`config.mk`:
```
export PLATFORM = sky130hd
export DESIGN_NAME = target_bbox_detect_flat
export DESIGN_NICKNAME = d
export VERILOG_FILES = /design/src/rtl/bbox_pkg.sv /design/src/rtl/target_bbox_detect_if.sv /design/src/rtl/frame_edge_det.sv /design/src/rtl/target_bbox_detect.sv /design/src/flat_wrapper.sv
export SDC_FILE = /design/constraint.sdc
export NUM_CORES = 1
export LEC_CHECK = 0
export CAP_MARGIN = 20
export CORE_MARGIN = 1
export CORE_UTILIZATION = 57
export DETAILED_ROUTE_END_ITERATION = 7
export HOLD_SLACK_MARGIN = 0.12
export PLACE_DENSITY = 0.87
export SLEW_MARGIN = 5
export SYNTH_ARGS = -nofsm -noshare
export SYNTH_HDL_FRONTEND = slang
export SYNTH_SLANG_ARGS = --single-unit
```
`constraint.sdc`:
```
create_clock -name clk -period 2.6 [get_ports clk]
set_input_delay 0.52 -clock clk [delete_from_list [all_inputs] [get_ports clk]]
set_output_delay 0.52 -clock clk [all_outputs]
set_load 0.02 [all_outputs]
```
`src/rtl/bbox_pkg.sv`:
```
// Shared types and constants for the bounding-box detector and the tracking stages after it.
package bbox_pkg;

  typedef enum logic [1:0] {
    ST_SYNC,
    ST_IDLE,
    ST_ACTIVE,
    ST_EMIT
  } bbox_state_e;

  localparam int COORD_W_DEF = 11;
  localparam int CNT_W       = 20;
  localparam int FG_BIT      = 7;

endpackage

```
`src/rtl/target_bbox_detect_if.sv`:
```
// Pixel-stream in / bounding-box out bundle for target_bbox_detect.
// fg_pix_cnt exists only when BBOX_MIN_PIX_EN is defined.
interface target_bbox_detect_if
  import bbox_pkg::*;
#(
  parameter int COORD_W = COORD_W_DEF
);
  logic               per_frame_vsync;
  logic               per_frame_href;
  logic               per_frame_clken;
  logic [7:0]         per_img_bit;
  logic [COORD_W-1:0] box_x_min;
  logic [COORD_W-1:0] box_x_max;
  logic [COORD_W-1:0] box_y_min;
  logic [COORD_W-1:0] box_y_max;
  logic               box_found;
  logic               box_valid;
`ifdef BBOX_MIN_PIX_EN
  logic [CNT_W-1:0]   fg_pix_cnt;

  modport master (
    output per_frame_vsync, per_frame_href, per_frame_clken, per_img_bit,
    input  box_x_min, box_x_max, box_y_min, box_y_max, box_found, box_valid, fg_pix_cnt
  );
  modport slave (
    input  per_frame_vsync, per_frame_href, per_frame_clken, per_img_bit,
    output box_x_min, box_x_max, box_y_min, box_y_max, box_found, box_valid, fg_pix_cnt
  );
`else
  modport master (
    output per_frame_vsync, per_frame_href, per_frame_clken, per_img_bit,
    input  box_x_min, box_x_max, box_y_min, box_y_max, box_found, box_valid
  );
  modport slave (
    input  per_frame_vsync, per_frame_href, per_frame_clken, per_img_bit,
    output box_x_min, box_x_max, box_y_min, box_y_max, box_found, box_valid
  );
`endif
endinterface

```
`src/rtl/frame_edge_det.sv`:
```
// Frame/line framing edge detector: registered copies of vsync/href and the derived edges.
module frame_edge_det (
  input  logic clk,
  input  logic rst_n,
  input  logic vsync,
  input  logic href,
  output logic vs_rise,
  output logic vs_fall,
  output logic hs_fall
);
  logic vsync_r;
  logic href_r;

  always_ff @(posedge clk or negedge rst_n) begin
    if (!rst_n) begin
      vsync_r <= 1'b0;
      href_r  <= 1'b0;
    end else begin
      vsync_r <= vsync;
      href_r  <= href;
    end
  end

  assign vs_rise = vsync & ~vsync_r;
  assign vs_fall = ~vsync & vsync_r;
  assign hs_fall = ~href & href_r;
endmodule

```
`src/rtl/target_bbox_detect.sv`:
```
// Bounding box of foreground pixels per frame, published one clock after vsync falls.
// Optional BBOX_MIN_PIX_EN: require at least MIN_PIX foreground pixels and expose fg_pix_cnt.
module target_bbox_detect
  import bbox_pkg::*;
#(
  parameter int IMG_WIDTH  = 640,
  parameter int IMG_HEIGHT = 480,
  parameter int COORD_W    = COORD_W_DEF,
  parameter int MIN_PIX    = 16
) (
  input logic                 clk,
  input logic                 rst_n,
  target_bbox_detect_if.slave bus
);
  localparam logic [COORD_W-1:0] X_LAST = COORD_W'(IMG_WIDTH - 1);
  localparam logic [COORD_W-1:0] Y_LAST = COORD_W'(IMG_HEIGHT - 1);
  localparam logic [COORD_W-1:0] C_SAT  = '1;

  function automatic logic [COORD_W-1:0] sat_inc(input logic [COORD_W-1:0] v);
    return (v == C_SAT) ? v : v + 1'b1;
  endfunction

  bbox_state_e        state;
  logic [COORD_W-1:0] x_cnt, y_cnt;
  logic [COORD_W-1:0] wx_min, wx_max, wy_min, wy_max;
  logic               hit;
  logic               vs_rise, vs_fall, hs_fall;
  logic               pix_qual, fg_upd, clr_ws, found_now;
  logic               unused_pix;

  frame_edge_det u_edge (
    .clk     (clk),
    .rst_n   (rst_n),
    .vsync   (bus.per_frame_vsync),
    .href    (bus.per_frame_href),
    .vs_rise (vs_rise),
    .vs_fall (vs_fall),
    .hs_fall (hs_fall)
  );

  assign unused_pix = ^bus.per_img_bit;
  assign pix_qual   = (state == ST_ACTIVE) && bus.per_frame_vsync &&
                      bus.per_frame_href && bus.per_frame_clken;
  assign fg_upd     = pix_qual && bus.per_img_bit[FG_BIT] &&
                      (x_cnt <= X_LAST) && (y_cnt <= Y_LAST);
  // A rise seen in EMIT restarts accumulation without passing through IDLE.
  assign clr_ws     = vs_rise && ((state == ST_IDLE) || (state == ST_EMIT));

`ifdef BBOX_MIN_PIX_EN
  logic [CNT_W-1:0] fg_cnt;
  assign found_now = hit && (fg_cnt >= CNT_W'(MIN_PIX));

  always_ff @(posedge clk or negedge rst_n) begin
    if (!rst_n) begin
      fg_cnt         <= '0;
      bus.fg_pix_cnt <= '0;
    end else begin
      if (clr_ws)
        fg_cnt <= '0;
      else if (fg_upd && (fg_cnt != '1))
        fg_cnt <= fg_cnt + 1'b1;
      if ((state == ST_ACTIVE) && vs_fall)
        bus.fg_pix_cnt <= fg_cnt;
    end
  end
`else
  logic unused_min_pix;
  assign unused_min_pix = (MIN_PIX != 0);
  assign found_now      = hit;
`endif

  always_ff @(posedge clk or negedge rst_n) begin
    if (!rst_n) begin
      state         <= ST_SYNC;
      x_cnt         <= '0;
      y_cnt         <= '0;
      wx_min        <= '0;
      wx_max        <= '0;
      wy_min        <= '0;
      wy_max        <= '0;
      hit           <= 1'b0;
      bus.box_x_min <= '0;
      bus.box_x_max <= '0;
      bus.box_y_min <= '0;
      bus.box_y_max <= '0;
      bus.box_found <= 1'b0;
      bus.box_valid <= 1'b0;
    end else begin
      bus.box_valid <= 1'b0;

      if (hs_fall) begin
        x_cnt <= '0;
        if (state == ST_ACTIVE) y_cnt <= sat_inc(y_cnt);
      end else if (pix_qual) begin
        x_cnt <= sat_inc(x_cnt);
      end

      if (fg_upd) begin
        if (x_cnt < wx_min) wx_min <= x_cnt;
        if (x_cnt > wx_max) wx_max <= x_cnt;
        if (y_cnt < wy_min) wy_min <= y_cnt;
        if (y_cnt > wy_max) wy_max <= y_cnt;
        hit <= 1'b1;
      end

      if (clr_ws) begin
        wx_min <= X_LAST;
        wx_max <= '0;
        wy_min <= Y_LAST;
        wy_max <= '0;
        hit    <= 1'b0;
        x_cnt  <= '0;
        y_cnt  <= '0;
      end

      case (state)
        ST_SYNC:   if (!bus.per_frame_vsync) state <= ST_IDLE;
        ST_IDLE:   if (vs_rise) state <= ST_ACTIVE;
        ST_ACTIVE: begin
          if (vs_fall) begin
            state         <= ST_EMIT;
            bus.box_valid <= 1'b1;
            bus.box_found <= found_now;
            bus.box_x_min <= found_now ? wx_min : '0;
            bus.box_x_max <= found_now ? wx_max : '0;
            bus.box_y_min <= found_now ? wy_min : '0;
            bus.box_y_max <= found_now ? wy_max : '0;
          end
        end
        ST_EMIT:   state <= vs_rise ? ST_ACTIVE : ST_IDLE;
        default:   state <= ST_SYNC;
      endcase
    end
  end
endmodule

```
`src/flat_wrapper.sv`:
```
// flat-port wrapper written by rule: the top's interface ports become plain ports
module target_bbox_detect_flat import bbox_pkg::*;
#(
  parameter int IMG_WIDTH  = 640,
  parameter int IMG_HEIGHT = 480,
  parameter int COORD_W    = COORD_W_DEF,
  parameter int MIN_PIX    = 16
)
  (clk, rst_n, bus_per_frame_vsync, bus_per_frame_href, bus_per_frame_clken, bus_per_img_bit, bus_box_x_min, bus_box_x_max, bus_box_y_min, bus_box_y_max, bus_box_found, bus_box_valid);
  target_bbox_detect_if #(.COORD_W(COORD_W)) bus_i ();
  input logic clk;
  input logic rst_n;
  input wire logic [$bits(bus_i.per_frame_vsync)-1:0] bus_per_frame_vsync;
  input wire logic [$bits(bus_i.per_frame_href)-1:0] bus_per_frame_href;
  input wire logic [$bits(bus_i.per_frame_clken)-1:0] bus_per_frame_clken;
  input wire logic [$bits(bus_i.per_img_bit)-1:0] bus_per_img_bit;
  output wire logic [$bits(bus_i.box_x_min)-1:0] bus_box_x_min;
  output wire logic [$bits(bus_i.box_x_max)-1:0] bus_box_x_max;
  output wire logic [$bits(bus_i.box_y_min)-1:0] bus_box_y_min;
  output wire logic [$bits(bus_i.box_y_max)-1:0] bus_box_y_max;
  output wire logic [$bits(bus_i.box_found)-1:0] bus_box_found;
  output wire logic [$bits(bus_i.box_valid)-1:0] bus_box_valid;
  assign bus_i.per_frame_vsync = bus_per_frame_vsync;
  assign bus_i.per_frame_href = bus_per_frame_href;
  assign bus_i.per_frame_clken = bus_per_frame_clken;
  assign bus_i.per_img_bit = bus_per_img_bit;
  assign bus_box_x_min = bus_i.box_x_min;
  assign bus_box_x_max = bus_i.box_x_max;
  assign bus_box_y_min = bus_i.box_y_min;
  assign bus_box_y_max = bus_i.box_y_max;
  assign bus_box_found = bus_i.box_found;
  assign bus_box_valid = bus_i.box_valid;
  target_bbox_detect #(.IMG_WIDTH(IMG_WIDTH), .IMG_HEIGHT(IMG_HEIGHT), .COORD_W(COORD_W), .MIN_PIX(MIN_PIX)) u_core (.clk(clk), .rst_n(rst_n), .bus(bus_i));
endmodule
```
==> flow_summary.toml <==
[sta]
clock.fmax_mhz = 408
finalCritPeriodShare_pct = 94.4
max_slew.worst_pin.slew_ns = 0.836
whs_ns = 0.465
finalSetupViolCount = 0
relSlewSlack_pct = 43.8
setup_tns_ns = 0
finClkSkew_ns = 0.0110
hold_viol = 0
rsz0062_at_grt = "no"
finalCriticalPeriod_ns = 2.45
slew_viol_final = 0

[cts]
clock_tree.root_cell = "clkbuf_8"
clock_latency_ns = 0.54
cts_tree = "done"
clk_pin_slew_worst_paths_ns = 0.06
cts_setup_buffers = 0
clock_path_buffers = 2
postCtsResizedCells = 0
htreeDepth = 4
cts.sinks = 117
numCtsBuffers = 17

[global_routing]
grt-ovfl-total = 0
grtUsageMet2_pct = 49.7
grt_max_degree = 118
first_global_vias = 5238
track_usage_pct = 30.7
grt_pass1_wl_um = 26100
antenna_found_initial = 0
busiest_layer = "met2"
use_met1_pct = 40.0
met3_usage_pct = 6.74

[worst_setup_path]
path_max_fanout = 9
cp-end-kind = "register"
crit_chain = "ha_1, o31ai_1, a311o_1, a2111oi_4, buf_12, mux2_2"
cp.arrival_ns = 2.87
path_buf_inv = 1
cpLargestDelayFamily = "compound AO/OA/AOI/OAI gates"
cp_slowest_stage_delay_ns = 0.48
criticalPathCategory = "reg -> reg"
cp-start-kind = "register"
slowest_stage = "dfrtp_1"
cp.required_ns = 3.02

[synthesis]
synth.distinct_cells = 41
ys_ff_latch = 117
synth_edf_count = 0
synth_seq_area_share_pct = 48.3
synth_area_leader_cell = "dfrtp_1"
synth_flop_cell = "dfrtp_1"
synthTopCellsByArea = "dfrtp_1 48%, ha_1 9.1%, nand2_1 7.8%, mux2i_1 5.3%, o21ai_0 4.4%"
ys_top_cells_by_count = "126 x nand2_1, 117 x dfrtp_1, 60 x nor2_1"
syn_area_per_cell_um2 = 9.22
yosys.area.top_type_share_pct = 48.3
yosysMostFrequentCell = "nand2_1"
syn-instance-count = 657
ys_async_sr_fraction_pct = 100
netlist_area_um2 = 6060
yosysWarnings = 0
synthesis.nets = 714

[routing]
viasPerCell = 6.08
remaining_drc_errors = 0
wl_per_cell_um = 18.1
ant_nets = 0
drt_iter0_markers = 580
vias = 5235
routed_wl_um = 15600
dr.pass1.iters = 6

[layout]
stdcell_area_um2 = 7400
n_antenna_cell = 0
drive_gt1_share_pct = 8.69
fillers = 641
fin_util_pct = 71.7
fin_nets = 771
areaGrowthSynthToFinish_pct = 22.1

[placement]
dpl_cell_area_um2 = 6820
io_buffer_count = 51
hpwl_um = 9780
place.gp.congestion = 0.884

[power]
power_uw = 5270
ir_worst_vdd_v = 0.000434
power_per_cell_area_nw_per_um2 = 712
p_leak_uw = 0.00331

[floorplan]
core_area_um2 = 10300
die_y_um = 105
start_util_pct = 58.7
rows = 37
die_x_um = 105
die-area_um2 = 11000
io_pins = 59

[status]
status = "complete, no violations"

[run]
max_cap_violations = 0

[worst_hold_path]
hold_class = "in -> reg"
-- per-layer routing --
| metal | part of all wire [%] | up-vias |
|---|---|---|
| met5 | 0 | - |
| met4 | 3.1 | 0 |
| met3 | 7.8 | 57 |
| met2 | 49 | 292 |
| met1 | 40 | 2532 |
| li1 | - | 2354 |
-- sequential cells by signal, indices dropped and copies added (netlist names), 2 cells and up --
name	count
u_core.bus.box_y_max	11
u_core.state	2
u_core.bus.box_y_min	11
u_core.bus.box_x_max	11
u_core.wx_max	11
u_core.wy_min	11
u_core.y_cnt	11
u_core.wx_min	11
u_core.wy_max	11
u_core.bus.box_x_min	11
u_core.x_cnt	11
-- placed cells by master (no fill, tap or decap), types with 4 or more instances in the layout --
| cell type | synthesis | final |
|---|---|---|
| clkbuf_8 | 0 | 4 |
| a21oi_1 | 25 | 25 |
| clkbuf_16 | 0 | 16 |
| nand4_1 | 15 | 15 |
| nand2_1 | 126 | 126 |
| nor4_1 | 7 | 7 |
| a211oi_1 | 4 | 4 |
| xnor2_1 | 9 | 9 |
| buf_12 | 0 | 6 |
| ha_1 | 44 | 44 |
| inv_1 | 57 | 57 |
| buf_4 | 0 | 11 |
| mux2_2 | 6 | 6 |
| nor3_1 | 13 | 13 |
| nor2_1 | 60 | 60 |
| o21ai_0 | 53 | 53 |
| dfrtp_1 | 117 | 117 |
| nand3_1 | 12 | 12 |
| a21o_1 | 9 | 9 |
| mux2i_1 | 32 | 32 |
| a31o_2 | 6 | 6 |
| clkdlybuf4s50_1 | 0 | 50 |
-- logic make-up (layout without fill, tap and decap cells) --
kind of cell / Yosys count / count (layout) / share of synthesized area (%)
AO/OA/AOI/OAI: 114 / 114 / 11.8
XOR/XNOR: 9 / 9 / 1.30
adder cells (fa/ha/maj): 44 / 44 / 9.09
buffers and inverters: 87 / 155 / 5.45
flip-flops: 117 / 117 / 48.3
multiplexers: 38 / 38 / 6.40
AND/OR/NAND/NOR: 248 / 248 / 17.7
-- report_power, final --
group	switching [uW]	total, uW	internal, uW
sequential	136	2130	1990
clock	815	2240	1420
combinational	529	905	376
total	1480	5270	3790
-- worst paths after layout --
check / startpoint / endpoint / slack (ns) / cells after the start
max reg2reg: u_core.y_cnt[1] / u_core.wx_max[2] / 0.15 / 6
max: u_core.y_cnt[1] / u_core.wx_max[2] / 0.15 / 6
max in group asynchronous: rst_n / u_core.x_cnt[9] / 1.51 / 3
min in group asynchronous: rst_n / u_core.bus.box_x_min[5] / 0.60 / 3
min reg2reg: u_core.bus.box_y_max[3] / u_core.bus.box_y_max[3] / 0.48 / 2
min: bus_per_frame_href / u_core.u_edge.href_r / 0.47 / 1
-- timing repair --
item,CTS,global route
endpoints found under the setup margin,0,0
hold buffers,1,0
hold endpoints to repair,69,0
-- area by class of cell --
cell class | instances | area, um^2 | share of cell area [%]
Sequential cell | 117 | 2930 | 39.6
Multi-Input combinational cell | 453 | 2810 | 38.0
Timing Repair Buffer | 68 | 713 | 9.64
Clock buffer | 22 | 463 | 6.26
Inverter | 57 | 214 | 2.89
Tap cell | 136 | 170 | 2.30
Clock inverter | 8 | 101 | 1.37
-- metrics by stage --
step | cells | worst slack (ns)
final | 861 | 0.147
after global routing | 861 | 0.0920
after CTS | 861 | 0.190
after detailed placement | 830 | 0.0310
after global placement | 830 | 0.0712
after floorplan | 657 | 0.396
(Power assumes the default switching activity.)
